[config.mk]
export PLATFORM = sky130hd
export DESIGN_NAME = set_replacement_unit
export DESIGN_NICKNAME = d
export VERILOG_FILES = /design/src/rtl/set_replacement_unit.sv
export SDC_FILE = /design/constraint.sdc
export NUM_CORES = 1
export LEC_CHECK = 0
export BUFFER_PORTS_ARGS = -buffer_cell sky130_fd_sc_hd__buf_2
export CAP_MARGIN = 20
export CELL_PAD_IN_SITES_DETAIL_PLACEMENT = 1
export CELL_PAD_IN_SITES_GLOBAL_PLACEMENT = 1
export CORE_MARGIN = 4
export CORE_UTILIZATION = 45
export CTS_BUF_LIST = sky130_fd_sc_hd__clkbuf_16
export CTS_CLUSTER_SIZE = 16
export DETAILED_ROUTE_END_ITERATION = 10
export PLACE_DENSITY = 0.83
export SYNTH_ARGS = -nofsm -noshare
export SYNTH_HDL_FRONTEND = slang
export SYNTH_SLANG_ARGS = --single-unit
[constraint.sdc]
create_clock -name clock -period 5.4 [get_ports clock]
set_clock_uncertainty 0.2 [all_clocks]
set_input_delay 0.81 -clock clock [delete_from_list [all_inputs] [get_ports clock]]
set_output_delay 0.81 -clock clock [all_outputs]
set_load 0.01 [all_outputs]
[src/rtl/set_replacement_unit.sv]
`default_nettype none
// ============================================================================
// Module   : set_replacement_unit
// Purpose  : Per-set victim way selector for an N-way set-associative cache.
//            Tracks replacement state for every set and, when queried,
//            registers the victim way for the queried set.
//            MODE = 0 : true LRU, one age counter per way (0 = MRU).
//            MODE = 1 : FIFO, one round-robin fill pointer per set.
// Revision : 1.0 - initial release
// ----------------------------------------------------------------------------
// Optional feature macro : SET_REPLACEMENT_INVALID_PRIORITY_EN
//   Adds per-way valid bits and an invalidate port. The lowest-index invalid
//   way is then preferred over the policy victim.
// ----------------------------------------------------------------------------
// Ports
//   clock            in   rising-edge clock
//   reset            in   asynchronous reset, active low
//   enable           in   global update / output-hold control
//   accessValid      in   access to (accessSet, accessWay) this cycle
//   accessFill       in   1 = line fill, 0 = hit
//   accessSet        in   set index of the access
//   accessWay        in   way index of the access
//   queryValid       in   request a victim for querySet
//   querySet         in   set index of the query
//   invalidateValid  in   (macro only) clear valid bit of a way
//   invalidateSet    in   (macro only) set index of the invalidate
//   invalidateWay    in   (macro only) way index of the invalidate
//   replacementWay   out  registered victim way
//   replacementValid out  replacementWay answers the last query
// ============================================================================
module set_replacement_unit #(
  parameter int NUMBER_OF_WAYS = 4,
  parameter int NUMBER_OF_SETS = 1,
  parameter int MODE           = 0,
  parameter int WAY_WIDTH      = (NUMBER_OF_WAYS > 1) ? $clog2(NUMBER_OF_WAYS) : 1,
  parameter int SET_WIDTH      = (NUMBER_OF_SETS > 1) ? $clog2(NUMBER_OF_SETS) : 1
) (
  input  logic                 clock,
  input  logic                 reset,
  input  logic                 enable,
  input  logic                 accessValid,
  input  logic                 accessFill,
  input  logic [SET_WIDTH-1:0] accessSet,
  input  logic [WAY_WIDTH-1:0] accessWay,
  input  logic                 queryValid,
  input  logic [SET_WIDTH-1:0] querySet,
`ifdef SET_REPLACEMENT_INVALID_PRIORITY_EN
  input  logic                 invalidateValid,
  input  logic [SET_WIDTH-1:0] invalidateSet,
  input  logic [WAY_WIDTH-1:0] invalidateWay,
`endif
  output logic [WAY_WIDTH-1:0] replacementWay,
  output logic                 replacementValid
);

  localparam logic [WAY_WIDTH-1:0] c_lastWay = WAY_WIDTH'(NUMBER_OF_WAYS - 1);

  // Range qualification: out-of-range accesses are dropped, out-of-range
  // queries answer way 0. Safe indices keep array reads in bounds.
  logic                 w_accessWayOk;
  logic                 w_accessSetOk;
  logic                 w_querySetOk;
  logic                 w_accessEn;
  logic [SET_WIDTH-1:0] w_accessIdx;
  logic [SET_WIDTH-1:0] w_queryIdx;
  logic [WAY_WIDTH-1:0] w_policyVictim;
  logic [WAY_WIDTH-1:0] w_victim;

  assign w_accessWayOk = (32'(accessWay) < NUMBER_OF_WAYS);
  assign w_accessSetOk = (32'(accessSet) < NUMBER_OF_SETS);
  assign w_querySetOk  = (32'(querySet)  < NUMBER_OF_SETS);
  assign w_accessEn    = enable && accessValid && w_accessWayOk && w_accessSetOk;
  assign w_accessIdx   = w_accessSetOk ? accessSet : '0;
  assign w_queryIdx    = w_querySetOk  ? querySet  : '0;

  generate
    if (MODE == 0) begin : g_lru
      // Ages are a permutation of 0..NUMBER_OF_WAYS-1 per set; the way
      // holding the maximum age is the least recently used.
      logic [WAY_WIDTH-1:0] r_age [NUMBER_OF_SETS][NUMBER_OF_WAYS];
      logic [WAY_WIDTH-1:0] w_accessAge;
      logic                 w_unusedFill;

      // Hits and fills age the set identically.
      assign w_unusedFill = accessFill;

      always_comb begin
        w_accessAge = '0;
        for (int w = 0; w < NUMBER_OF_WAYS; w++) begin
          if (WAY_WIDTH'(w) == accessWay) begin
            w_accessAge = r_age[w_accessIdx][w];
          end
        end
      end

      always_comb begin
        w_policyVictim = '0;
        for (int w = 0; w < NUMBER_OF_WAYS; w++) begin
          if (r_age[w_queryIdx][w] == c_lastWay) begin
            w_policyVictim = WAY_WIDTH'(w);
          end
        end
      end

      always_ff @(posedge clock or negedge reset) begin
        if (!reset) begin
          for (int s = 0; s < NUMBER_OF_SETS; s++) begin
            for (int w = 0; w < NUMBER_OF_WAYS; w++) begin
              r_age[s][w] <= WAY_WIDTH'(w);
            end
          end
        end else if (w_accessEn) begin
          // Only ways younger than the accessed one age; older ones keep
          // their rank, which preserves the permutation.
          for (int w = 0; w < NUMBER_OF_WAYS; w++) begin
            if (WAY_WIDTH'(w) == accessWay) begin
              r_age[w_accessIdx][w] <= '0;
            end else if (r_age[w_accessIdx][w] < w_accessAge) begin
              r_age[w_accessIdx][w] <= r_age[w_accessIdx][w] + WAY_WIDTH'(1);
            end
          end
        end
      end
    end else begin : g_fifo
      // One fill pointer per set; hits leave it untouched.
      logic [WAY_WIDTH-1:0] r_pointer [NUMBER_OF_SETS];

      assign w_policyVictim = r_pointer[w_queryIdx];

      always_ff @(posedge clock or negedge reset) begin
        if (!reset) begin
          for (int s = 0; s < NUMBER_OF_SETS; s++) begin
            r_pointer[s] <= '0;
          end
        end else if (w_accessEn && accessFill) begin
          r_pointer[w_accessIdx] <= (r_pointer[w_accessIdx] == c_lastWay) ?
                                    '0 : r_pointer[w_accessIdx] + WAY_WIDTH'(1);
        end
      end
    end
  endgenerate

`ifdef SET_REPLACEMENT_INVALID_PRIORITY_EN
  logic [NUMBER_OF_WAYS-1:0] r_valid [NUMBER_OF_SETS];
  logic                      w_invalidateEn;
  logic [SET_WIDTH-1:0]      w_invalidateIdx;
  logic                      w_hasInvalid;
  logic [WAY_WIDTH-1:0]      w_invalidWay;

  assign w_invalidateEn  = enable && invalidateValid &&
                           (32'(invalidateWay) < NUMBER_OF_WAYS) &&
                           (32'(invalidateSet) < NUMBER_OF_SETS);
  assign w_invalidateIdx = (32'(invalidateSet) < NUMBER_OF_SETS) ? invalidateSet : '0;

  always_ff @(posedge clock or negedge reset) begin
    if (!reset) begin
      for (int s = 0; s < NUMBER_OF_SETS; s++) begin
        r_valid[s] <= '0;
      end
    end else begin
      if (w_invalidateEn) begin
        r_valid[w_invalidateIdx][invalidateWay] <= 1'b0;
      end
      // Placed second so a fill to the same way in the same cycle wins.
      if (w_accessEn && accessFill) begin
        r_valid[w_accessIdx][accessWay] <= 1'b1;
      end
    end
  end

  // Scan downward so the lowest-index invalid way is the final pick.
  always_comb begin
    w_hasInvalid = 1'b0;
    w_invalidWay = '0;
    for (int w = NUMBER_OF_WAYS - 1; w >= 0; w--) begin
      if (!r_valid[w_queryIdx][w]) begin
        w_hasInvalid = 1'b1;
        w_invalidWay = WAY_WIDTH'(w);
      end
    end
  end

  assign w_victim = w_hasInvalid ? w_invalidWay : w_policyVictim;
`else
  assign w_victim = w_policyVictim;
`endif

  // Query result is taken from pre-edge state: no bypass of a same-cycle
  // access to the queried set.
  always_ff @(posedge clock or negedge reset) begin
    if (!reset) begin
      replacementWay   <= '0;
      replacementValid <= 1'b0;
    end else if (enable) begin
      replacementValid <= queryValid;
      if (queryValid) begin
        replacementWay <= w_querySetOk ? w_victim : '0;
      end
    end
  end

endmodule
`default_nettype wire

### Word-level counts from Yosys, hierarchy flattened

Cells that the tools add are included.

| operators by class | value |
|---|---|
| shifts and indexed selects | 0 |
| $lt $le $gt $ge | 9 |
| $mul | 0 |
| equality and inequality tests | 6 |
| reduce and logical (&&, ||, !) cells | 5 |
| add/sub/neg operators | 4 |
| bitwise logic cells | 8 |
| multiplexer cells | 31 |
| divide/modulo/power cells | 0 |

Operator list:

| operator | count |
|---|---|
| two-way mux 8 bit | 13 |
| AND 8 bit | 4 |
| bitwise mux 8 bit | 4 |
| two-way mux 2 bit | 8 |
| two-way mux 6 bit | 2 |
| adder 2 x 1 -> 2 bit (second input constant) | 4 |
| less-than comparator 2 bit | 4 |
| inverter 2 -> 8 bit | 1 |
| inverter 4 -> 8 bit | 1 |
| inverter 6 -> 8 bit | 1 |
| inverter 8 bit | 1 |
| == test 2 bit (second input constant) | 3 |
| == test 2 bit (first input constant) | 2 |
| less-than comparator 1 bit (second input constant) | 4 |
| two-way mux 4 bit | 1 |
| logical AND 1 bit | 3 |
| two-way mux 1 bit | 3 |
| == test 1 x 2 -> 1 bit (first input constant) | 1 |
| logical NOT 2 bit | 1 |
| AND reduction 2 bit | 1 |
| >= comparator 1 bit (second input constant) | 1 |

| storage, ports and cells | value |
|---|---|
| output and inout port bits | 3 |
| bits in read-only memories | 0 |
| input port bits | 10 |
| flip-flop bits (word level) | 11 |
| memory bits (writable) | 0 |
| bits in latches | 0 |
| memories | 0 |
| logic and storage cells | 69 |

### Depth between registers and ports, before layout

Gate-level depths: netlist of run 1.

| depth | value |
|---|---|
| word-level depth | 23 |
| depth in mapped cells | 8 |
| gate-level depth less buffers | 7 |

### Worst setup path after synthesis of run 1

No wires, ideal clock.

| path | value |
|---|---|
| path type | in2reg |
| from | input port accessWay[0] |
| to | register g_lru.r_age[7] (netlist bit) |
| path buffers | 1 |
| required time | 5.078 ns |
| arrival time | 2.375 ns |
| setup time | 0.122 ns |
| path slack | 2.703 ns |
| cell stages on the path | 7 |
| path through | buf_6 mux4_1 inv_1 ha_1 nor3b_1 o21ai_0 a32o_1 |

| between the ends | value |
|---|---|
| word-level cells in the longest chain between the ends | 20 |
| elaborated cells between the ends (all ways) | 29 |
| classes of those cells | order compare (4); eq/ne (3); mux (18); bitwise (3); reduce/logical (1) |

Ends and longest elaborated chain:

| element | RTL line | RTL |
|---|---|---|
| start: declaration | 44 | `input logic [WAY_WIDTH-1:0] accessWay,` |
| logical NOT 2 bit | 90, 116 |  |
| two-way mux 2 bit (4 in a row) | 90 | `if (WAY_WIDTH'(w) == accessWay) begin` |
| less-than comparator 2 bit | 118 | `end else if (r_age[w_accessIdx][w] < w_accessAge) begin` |
| two-way mux 8 bit | 118 |  |
| two-way mux 8 bit | 116 | `if (WAY_WIDTH'(w) == accessWay) begin` |
| two-way mux 8 bit | 112 | `end else if (w_accessEn) begin` |
| bitwise mux 8 bit | 119 | `r_age[w_accessIdx][w] <= r_age[w_accessIdx][w] + WAY_WIDTH'(1);` |
| two-way mux 8 bit | 118 |  |
| two-way mux 8 bit | 116 |  |
| two-way mux 8 bit | 112 |  |
| bitwise mux 8 bit | 119 |  |
| two-way mux 8 bit | 118 |  |
| two-way mux 8 bit | 116 |  |
| two-way mux 8 bit | 112 |  |
| bitwise mux 8 bit | 119 |  |
| two-way mux 8 bit | 118 |  |
| two-way mux 8 bit * | 116 |  |
| end signal: indexed assignment | 109 | `r_age[s][w] <= WAY_WIDTH'(w);` |
| end signal: indexed assignment | 119 |  |
| end: declaration | 80 | `logic [WAY_WIDTH-1:0] r_age [NUMBER_OF_SETS][NUMBER_OF_WAYS];` |

Mark *: on every way between the ends. The rest lies on a longest branch, timed or not. The select of a mux whose other input is x is not followed.
A chain may end at the register's enable or synchronous reset.

### Worst setup path after layout of run 1

Same ends and word-level chain as after synthesis.

==> flow_summary.yaml, run 1 <==
floorplanning:
  fp.coreArea_um2: 1750
  die_width_um: 51.2
  die-area_um2: 2620
  start_util_pct: 48.0
  rows: 15
  die_y_um: 51.2
  boundaryPins: 13
timing:
  min_period_ps: 2810
  setup_violations: 0
  max_slew.worst_pin.slew_ps: 375
  max_freq_ghz: 0.356
  fin_crit_sh_pct: 52.0
  rsz0062_at_grt: "false"
  relSlewSlack_pct: 74.6
  tns_ps: 0
  holdWs_ps: 235
  slew_violations: 0
  hold_violations: 0
  final.setup.worst_slack_ps: 2590
synthesis:
  syn_area_per_cell_um2: 10.3
  synth_cell_types: 40
  synth_top_family_by_area: "compound AO/OA/AOI/OAI gates"
  synth_warnings: 0
  synth-simple-area-share_pct: 20.1
  synthArstFlopShare_pct: 100
  synth-edff-count: 0
  netlist_area_um2: 838
  ys_ff_latch: 11
  synth_nets: 98
  synth_compound_area_share_pct: 23.3
  synth-seq-area-share_pct: 33.4
  synth_flop_cell: "dfrtp_1"
  syn_inst: 81
  yosys-mux-area-fraction_pct: 7.31
  synthAdderAreaFrac_pct: 10.4
  synth_xor_area_share_pct: 0
place:
  dpl.hpwl_mm: 1.40
  gp_congestion: 0.750
  pre_cts_ws_ps: 2370
  portBuffers: 11
grt:
  overflow: 0
  antenna_found_initial: 0
  grt_pass1_vias: 707
  grt_max_degree: 13
  grt_pass1_wl_mm: 3.22
  grt_usage_pct: 16.9
layout:
  syn_to_final_growth_pct: 17.0
  drive_above_1_share_pct: 28.7
  final_common_cell: "buf_2"
  final_util_pct: 56.2
  fillerInstances: 214
  antenna_cells: 0
  final_net_count: 112
  mostFrequentLayoutCells: "buf_2, inv_1, ha_1, dfrtp_1, nand2_1"
pwr:
  p_leak_nw: 0.447
  pwr_density_cell_nw_per_um2: 582
  p_seq_share_pct: 30.7
  p_sw_mw: 0.215
  pwr-share-comb_pct: 45.5
  total_power_mw: 0.571
  peakVddDrop_mv: 0.260
  clkPwrFrac_pct: 23.8
  p_sw_share_pct: 37.7
  p_int_mw: 0.356
clock_tree:
  htree_num_levels: 1
  cts_buffers: 3
  cts_setup_buffers: 0
  cts-hold-fix-buffers: 0
  worstSkewPairLatency_ps: 240
  cts_root_buf: "clkbuf_16"
  post_cts_resized: 0
  cts_buffer_depth: 2
  cts_tree: "yes"
  cts.sinks: 11
  cts.clk_slew.worst_paths_ps: 40
drt:
  num_vias: 687
  drt_pass1_iterations: 4
  via_per_inst: 5.77
  wl_per_cell_um: 15.6
  drt_iter0_drc: 6
  drtAntennaViolNets: 0
  route.detailed.drc: 0
  wirelength_mm: 1.86
critical_path:
  start_kind: "input pin"
  critPathRequiredTime_ps: 5330
  crit_path_start: "accessWay[0]"
  r2r-start: "g_lru.r_age[5]"
  criticalPathCategory: "input pin to flip-flop"
  worstPathArrival_ps: 2730
  setup.worst_path.end_class: "flip-flop"
  critPathMaxFanout: 11
min_path:
  min_path_type: "input pin to async pin"
flow_run:
  cap_violations: 0
run_status:
  status: "finished clean"
[per-stage QoR]
stage / cells / cell area (µm²)
final: 119 / 981
after global routing: 119 / 981
after CTS: 119 / 981
after detailed placement: 115 / 902
after global placement: 115 / 902
after floorplan: 81 / 838
[final timing paths]
check | slack [ps] | cells after the start | endpoint
worst min register to register | 280 | 2 | replacementWay[0]
worst max register to register | 3030 | 6 | g_lru.r_age[7]
min in group clock | 280 | 2 | replacementWay[0]
worst max-delay path | 2590 | 7 | g_lru.r_age[7]
worst min-delay path | 240 | 1 | replacementValid
max in group asynchronous | 4500 | 1 | g_lru.r_age[4]
[per-layer routing]
metal	routed length [µm]	up-vias	GRT usage (%)	part of all wire [%]
met5	0	-	0	0
li1	-	338	-	-
met1	888	334	20.7	48
met4	44	0	10.3	2.4
met2	880	10	27.0	47
met3	48	5	3.50	2.6
[logic make-up (layout without fill, tap and decap cells)]
family | Yosys count | count (layout)
DFF | 11 | 11
buffers and inverters | 8 | 21
muxes | 4 | 4
AOI/OAI and AO/OA | 25 | 25
and+or+nand+nor | 26 | 26
adders and majority gates | 7 | 7
[cell type report]
cell class                      instances  area [µm²]  share of cell area [%]
Sequential cell                        11         280                    28.6
Clock inverter                          1        3.75                   0.383
Multi-Input combinational cell         62         513                    52.3
Timing Repair Buffer                   11        55.1                    5.61
Clock buffer                            3        75.1                    7.65
Tap cell                               25        31.3                    3.19
Inverter                                6        22.5                    2.30
[sequential cells by signal, indices dropped and copies added (netlist names)]
name,count
g_lru.r_age,8
replacementWay,2
replacementValid,1
[cell usage after synthesis, types with 2 or more instances]
master / instances / area (µm²)
dfstp_2: 4 / 105
inv_1: 6 / 22.5
ha_1: 7 / 87.6
and2b_2: 2 / 17.5
o21ai_0: 3 / 15.0
a31oi_1: 2 / 12.5
o31ai_1: 2 / 15.0
nor2_1: 4 / 15.0
nand2_1: 6 / 22.5
a21oi_1: 5 / 25.0
and3_1: 2 / 12.5
o311ai_2: 2 / 32.5
buf_6: 2 / 22.5
dfrtp_1: 7 / 175
o311ai_1: 2 / 17.5
[power by group through the flow]
stage	clock, mW	combinational (mW)	sequential (mW)
2_1_floorplan	0	0.204	0.167
3_3_place_gp	0	0.247	0.175
3_5_place_dp	0	0.258	0.177
4_1_cts	0.139	0.262	0.176
5_1_grt	0.144	0.291	0.184
6_report	0.136	0.260	0.175
[critical path, stage by stage]
cell and delay (ps):
buf_2 220, mux4_1 580, inv_1 160, ha_1 270, nor3b_1 280, o21ai_0 190, a32o_1 230
Note: power is estimated with default switching activity, not from simulation.
==> run 2: changes to the inputs <==
--- a/config.mk
+++ b/config.mk
@@ -5,16 +5,17 @@
 export SDC_FILE = /design/constraint.sdc
 export NUM_CORES = 1
 export LEC_CHECK = 0
+export ABC_AREA = 1
 export BUFFER_PORTS_ARGS = -buffer_cell sky130_fd_sc_hd__buf_2
 export CAP_MARGIN = 20
 export CELL_PAD_IN_SITES_DETAIL_PLACEMENT = 1
 export CELL_PAD_IN_SITES_GLOBAL_PLACEMENT = 1
 export CORE_MARGIN = 4
-export CORE_UTILIZATION = 45
+export CORE_UTILIZATION = 38
 export CTS_BUF_LIST = sky130_fd_sc_hd__clkbuf_16
 export CTS_CLUSTER_SIZE = 16
 export DETAILED_ROUTE_END_ITERATION = 10
-export PLACE_DENSITY = 0.83
+export PLACE_DENSITY = 0.79
 export SYNTH_ARGS = -nofsm -noshare
 export SYNTH_HDL_FRONTEND = slang
 export SYNTH_SLANG_ARGS = --single-unit
==> constraint.sdc (replaced) <==
create_clock -name clock -period 2.7 [get_ports clock]
set_clock_uncertainty 0.2 [all_clocks]
set_input_delay 0.405 -clock clock [delete_from_list [all_inputs] [get_ports clock]]
set_output_delay 0.405 -clock clock [all_outputs]
set_load 0.01 [all_outputs]
==> run 2 against run 1 <==
  * Count of clock-buffer cells in the layout unchanged
  * Register-to-register slack got worse by 2400 ps
  * Sequential share of layout area increased by 1.2 points
  * Hold slack improved by 2.4 ps
  * Area after synthesis decreased by 8.7%
  * Non-clock buffer count increased by 1
  * Critical endpoint is now g_lru.r_age[0]
  * Largest power group unchanged
==> flow_summary.yaml, run 2 <==
run_status:
  status: "finished clean"
synthesis:
  synth-seq-area-share_pct: 36.6
  netlist_area_um2: 766
  synth_commonest_cells: "nand2_1, inv_1, nor2_1, nand3_1"
  synth_most_common_cell: "nand2_1"
  synth_flop_cell: "dfrtp_1"
  synth_nets: 129
  synth-edff-count: 0
  synth_warnings: 0
  synthArstFlopShare_pct: 100
  syn_inst: 112
  synth_top_cell_area_share_pct: 22.9
  syn_area_per_cell_um2: 6.84
  yosys.area.top_type: "dfrtp_1"
  synth_cell_types: 15
  ys_ff_latch: 11
  synth_area_leaders: "dfrtp_1, nand2_1, dfstp_2, ha_1, inv_1"
drt:
  wirelength_mm: 2.08
  drt_pass1_iterations: 4
  num_vias: 771
  wl_per_cell_um: 13.6
  route.detailed.drc: 0
  via_per_inst: 5.04
  drtAntennaViolNets: 0
  drt_iter0_drc: 10
pwr:
  pwr_density_cell_nw_per_um2: 1030
  peakVddDrop_mv: 0.434
  p_leak_nw: 0.535
min_path:
  min_path_type: "input pin to flip-flop"
  hold_path_depth: 4
  hold_end: "replacementValid"
  min_from: "enable"
clock_tree:
  cts_root_buf: "clkbuf_16"
  cts_setup_buffers: 0
  cts.sinks: 11
  cts_buffer_depth: 2
  htree_num_levels: 1
  cts.clk_slew.worst_paths_ps: 40
  worstSkewPairLatency_ps: 240
  cts_tree: "yes"
  cts_buffers: 3
layout:
  fillerInstances: 246
  top_register: "g_lru.r_age"
  final_net_count: 146
  top_regs: "g_lru.r_age x8, replacementWay x2, replacementValid x1"
  drive_above_1_share_pct: 18.0
  finalNonFillerCells: 153
  syn_to_final_growth_pct: 22.9
  antenna_cells: 0
  mostFrequentLayoutCells: "nand2_1, inv_1, buf_2"
  final_common_cell: "nand2_1"
  largest_reg_flops: 8
timing:
  hold_violations: 0
  fin_crit_sh_pct: 83.1
  tns_ps: 0
  setup_violations: 0
  holdWs_ps: 238
  slew_violations: 0
  rsz0062_at_grt: "false"
  min_period_ps: 2240
  max_slew.worst_pin.slew_ps: 456
  relSlewSlack_pct: 69.4
  max_freq_ghz: 0.446
grt:
  grt_pass1_wl_mm: 3.80
  grt_max_degree: 12
  antenna_found_initial: 0
  grt.met1_usage_pct: 19.1
  grt_use_met3_pct: 7.32
  met2_usage_pct: 34.3
  overflow: 0
  grt_pass1_vias: 896
  grt_usage_pct: 19.2
  top_usage_layer: "met2"
critical_path:
  r2r-end: "g_lru.r_age[0]"
  worstPathArrival_ps: 2220
  r2r-start: "g_lru.r_age[7]"
  setup.worst_path.end_class: "flip-flop"
  critPathMaxFanout: 5
  reg2reg_depth: 10
  critPathRequiredTime_ps: 2670
  worst-r2r-setup-slack_ps: 580
  criticalPathCategory: "input pin to flip-flop"
  start_kind: "input pin"
floorplanning:
  die-area_um2: 2800
  boundaryPins: 13
  rows: 15
  start_util_pct: 42.1
  fp.coreArea_um2: 1820
  die_y_um: 52.9
  die_width_um: 52.9
place:
  gp_congestion: 0.749
  numPlacedInstances: 148
  portBuffers: 11
  dpl.hpwl_mm: 1.50
flow_run:
  cap_violations: 0
-- run 2: cell count changes after synthesis, sizes merged, moves of 3 or more --
cell    delta
nand2     +41
nor2       +5
and2b      -3
inv       +11
nand3      +7
o311ai     -4
-- run 2: area by class of cell --
cell class / count / area (µm²) / share of cell area (%)
flip-flops and latches: 11 / 280 / 29.8
repair buffers: 12 / 65.1 / 6.91
inverters: 18 / 68.8 / 7.31
clock inverters: 1 / 3.75 / 0.399
clock buffers: 3 / 75.1 / 7.98
multi-input cells: 83 / 417 / 44.3
well taps: 25 / 31.3 / 3.32
-- run 2: worst max path at each step --
stage / startpoint / end / slack [ps] / cells past startpoint
after floorplan: accessWay[1] / g_lru.r_age[0] / 750 / 11
after global placement: accessWay[1] / g_lru.r_age[0] / 340 / 12
after detailed placement: accessWay[1] / g_lru.r_age[0] / 310 / 13
after CTS: accessWay[1] / g_lru.r_age[0] / 450 / 13
after global routing: accessWay[1] / g_lru.r_age[0] / 310 / 13
final: accessWay[1] / g_lru.r_age[0] / 460 / 13
-- run 2: where the power goes --
group,internal [mW],switching (mW)
Combinational,0.140,0.233
Clock,0.195,0.0789
Sequential,0.250,0.0698
Total,0.585,0.382
-- run 2: timing repair --
item,4_1_cts,5_1_grt
gates resized for setup,0,0
hold endpoints to repair,7,0
hold buffers,1,0
-- run 2: cell families (layout without fill, tap and decap cells) --
group / Yosys count / after routing / share of synthesized area [%]
DFF: 11 / 11 / 36.6
buffers and inverters: 18 / 34 / 8.99
AOI/OAI and AO/OA: 8 / 8 / 5.39
xor gates and xnor gates: 1 / 1 / 1.14
and+or+nand+nor: 67 / 67 / 36.4
adders and majority gates: 7 / 7 / 11.4
-- run 2: per-layer routing --
| metal | wire, µm | up-vias |
|---|---|---|
| li1 | - | 379 |
| met1 | 865 | 360 |
| met2 | 1000 | 24 |
| met3 | 141 | 8 |
| met4 | 66 | 0 |
| met5 | 0 | - |
-- run 2: through the flow --
step           total power [mW]  util [%]  setup WS [ps]  area (µm²)
5_1_grt                    1.08      51.7            310         941
3_5_place_dp              0.681      46.8            315         852
2_1_floorplan             0.576         -            753         766
6_report                  0.966      51.7            457         941
4_1_cts                   0.978      51.7            451         941
3_3_place_gp              0.653      46.8            342         852
-- run 2: worst max-delay path, cell delays in order --
cell and delay, ps:
buf_2 130, nor2_1 190, inv_1 90, o22ai_1 160
nor2_1 60, a21oi_1 330, ha_1 300, o21ai_0 80
nand2_1 130, nand2_1 110, nand2_1 70, nand2_1 90
nand2_1 50
==> run 3: changes to the inputs <==
--- a/config.mk
+++ b/config.mk
@@ -11,11 +11,11 @@
 export CELL_PAD_IN_SITES_DETAIL_PLACEMENT = 1
 export CELL_PAD_IN_SITES_GLOBAL_PLACEMENT = 1
 export CORE_MARGIN = 4
-export CORE_UTILIZATION = 38
+export CORE_UTILIZATION = 34
 export CTS_BUF_LIST = sky130_fd_sc_hd__clkbuf_16
 export CTS_CLUSTER_SIZE = 16
 export DETAILED_ROUTE_END_ITERATION = 10
-export PLACE_DENSITY = 0.79
+export PLACE_DENSITY = 0.74
 export SYNTH_ARGS = -nofsm -noshare
 export SYNTH_HDL_FRONTEND = slang
 export SYNTH_SLANG_ARGS = --single-unit
==> constraint.sdc (replaced) <==
create_clock -name clock -period 1.93 [get_ports clock]
set_clock_uncertainty 0.2 [all_clocks]
set_input_delay 0.2895 -clock clock [delete_from_list [all_inputs] [get_ports clock]]
set_output_delay 0.2895 -clock clock [all_outputs]
set_load 0.01 [all_outputs]
==> run 3 against run 2 <==
  * Sequential power rose by 38%
  * Register-to-register slack got worse by 530 ps
  * Critical path depth fell by 3
  * Critical path type is now flip-flop to flip-flop
  * Largest cell class unchanged
  * Highest routed layer is now met3
==> flow_summary.yaml, run 3 (synthesized netlist as in run 2, its figures left out) <==
run_status:
  status: "finished clean"
drt:
  via_per_inst: 4.63
  drt_pass1_iterations: 4
  wl_met2_mm: 1.32
  wl_met3_um: 54
  wirelength_mm: 2.34
  highest_layer: "met3"
  drt_iter0_drc: 9
  wirelength_met1_um: 965
  route.detailed.drc: 0
  drtAntennaViolNets: 0
  wl_per_cell_um: 13.8
  num_vias: 783
min_path:
  min_path_type: "input pin to flip-flop"
grt:
  grt_max_degree: 12
  grt_usage_pct: 15.1
  overflow: 0
  antenna_found_initial: 0
  grt_pass1_vias: 848
  grt_pass1_wl_mm: 3.71
timing:
  slew_violations: 0
  max_slew.worst_pin.slew_ps: 250
  holdWs_ps: 117
  min_period_ps: 1880
  fin_crit_sh_pct: 97.4
  hold_violations: 0
  relSlewSlack_pct: 83.3
  rsz0062_at_grt: "true"
  max_freq_ghz: 0.532
  setup_violations: 0
pwr:
  peakVddDrop_mv: 0.721
  clkPwrFrac_pct: 25.6
  pwr-share-comb_pct: 45.0
  pwr_density_cell_nw_per_um2: 1380
  p_leak_nw: 0.607
  p_seq_share_pct: 29.5
  p_int_mw: 0.905
  p_sw_mw: 0.594
  p_sw_share_pct: 39.6
clock_tree:
  cts_root_buf: "clkbuf_16"
  cts.clk_slew.worst_paths_ps: 40
  htree_num_levels: 1
  cts.sinks: 11
  cts_tree: "yes"
  worstSkewPairLatency_ps: 240
  cts_buffers: 3
  cts_buffer_depth: 2
layout:
  largest_reg_flops: 8
  mostFrequentLayoutCells: "nand2_1, inv_1, buf_4"
  drive_above_1_share_pct: 32.4
  syn_to_final_growth_pct: 41.7
  top_regs: "g_lru.r_age x8, replacementWay x2, replacementValid x1"
  top_register: "g_lru.r_age"
  antenna_cells: 0
  final_area_um2: 1080
  final_net_count: 160
  final_common_cell: "nand2_1"
critical_path:
  crit_slowest_cell: "dfstp_2"
  setup.worst_path.end_class: "flip-flop"
  start_kind: "flip-flop"
  worstPathArrival_ps: 1850
  critPathRequiredTime_ps: 1900
  cpMostUsedCell: "nand2_1"
  critPathMaxFanout: 3
  cpPeakStageDelay_ps: 560
  cp_cell_sequence: "o22ai_2 > nor2_2 > a21oi_2 > ha_1 > o21ai_1 > nand2_1 > nand2_1 > nand2_1 > nand2_1 > nand2_1"
  criticalPathCategory: "flip-flop to flip-flop"
place:
  portBuffers: 11
  dpl-instance-area_um2: 945
  gp_congestion: 0.753
  dpl.hpwl_mm: 1.68
flow_run:
  cap_violations: 0
floorplanning:
  boundaryPins: 13
  die_y_um: 55.5
  die_width_um: 55.5
  die-area_um2: 3080
  rows: 16
  fp.coreArea_um2: 2040
  start_util_pct: 37.5
run 3: changes by cell type in the layout (fill, tap and decap cells not counted), sizes merged:
cell    previous run  this run
inv               18        17
buf               11        25
clkinv             1         2
run 3: final cells by class:
class / instances / area (µm²)
Fill cell: 279 / 957
Multi-Input combinational cell: 83 / 452
Sequential cell: 11 / 280
Timing Repair Buffer: 26 / 170
Clock buffer: 3 / 75.1
Inverter: 18 / 68.8
Tap cell: 27 / 33.8
Clock inverter: 1 / 5.00
run 3: final timing paths:
| kind | from | end | slack [ps] | depth (start not counted) |
|---|---|---|---|---|
| min in group asynchronous | reset | replacementValid | 250 | 2 |
| setup reg to reg | g_lru.r_age[3] | g_lru.r_age[0] | 50 | 10 |
| setup / recovery | g_lru.r_age[3] | g_lru.r_age[0] | 50 | 10 |
| hold / removal | queryValid | replacementValid | 120 | 3 |
| hold reg to reg | replacementWay[0] | replacementWay[0] | 280 | 2 |
| max in group asynchronous | reset | g_lru.r_age[0] | 1020 | 2 |
run 3: through the flow:
step	cells	TNS [ps]	util (%)	worst slack, ps	total power [mW]
final	169	0	53.1	50.4	1.50
after floorplan	112	0	-	98.3	0.805
after detailed placement	162	-2100	46.3	-315	1.00
after global routing	169	-366	53.1	-117	1.64
after CTS	167	0	50.9	40.6	1.41
after global placement	162	-1660	46.3	-246	0.957
run 3: what timing repair did:
| action | CTS | global route |
|---|---|---|
| hold buffers | 1 | 0 |
| pin swaps | 0 | 7 |
| hold endpoints to repair | 11 | 0 |
| endpoints found under the setup margin | 6 | 6 |
| gates resized for setup | 1 | 9 |
| setup buffers | 0 | 2 |
run 3: power groups by stage:
stage | sequential, mW | clock [mW] | combinational (mW)
finish | 0.442 | 0.383 | 0.674
global route | 0.454 | 0.409 | 0.773
CTS | 0.441 | 0.385 | 0.588
detailed placement | 0.439 | 0 | 0.566
global placement | 0.432 | 0 | 0.525
floorplan | 0.424 | 0 | 0.381
run 3: metal layers:
layer,global-route usage (%),vias up
met1,16.7,375
met3,4.43,0
met2,28.7,4
li1,-,404
met5,0,-
met4,2.08,0
run 3: worst max-delay path: cells and delay by family (launching register included):
| family | cells | cell delay [ps] |
|---|---|---|
| flip-flops | 1 | 560 |
| AND/OR/NAND/NOR | 6 | 520 |
| adder cells (fa/ha/maj) | 1 | 300 |
| AO/OA/AOI/OAI | 3 | 240 |
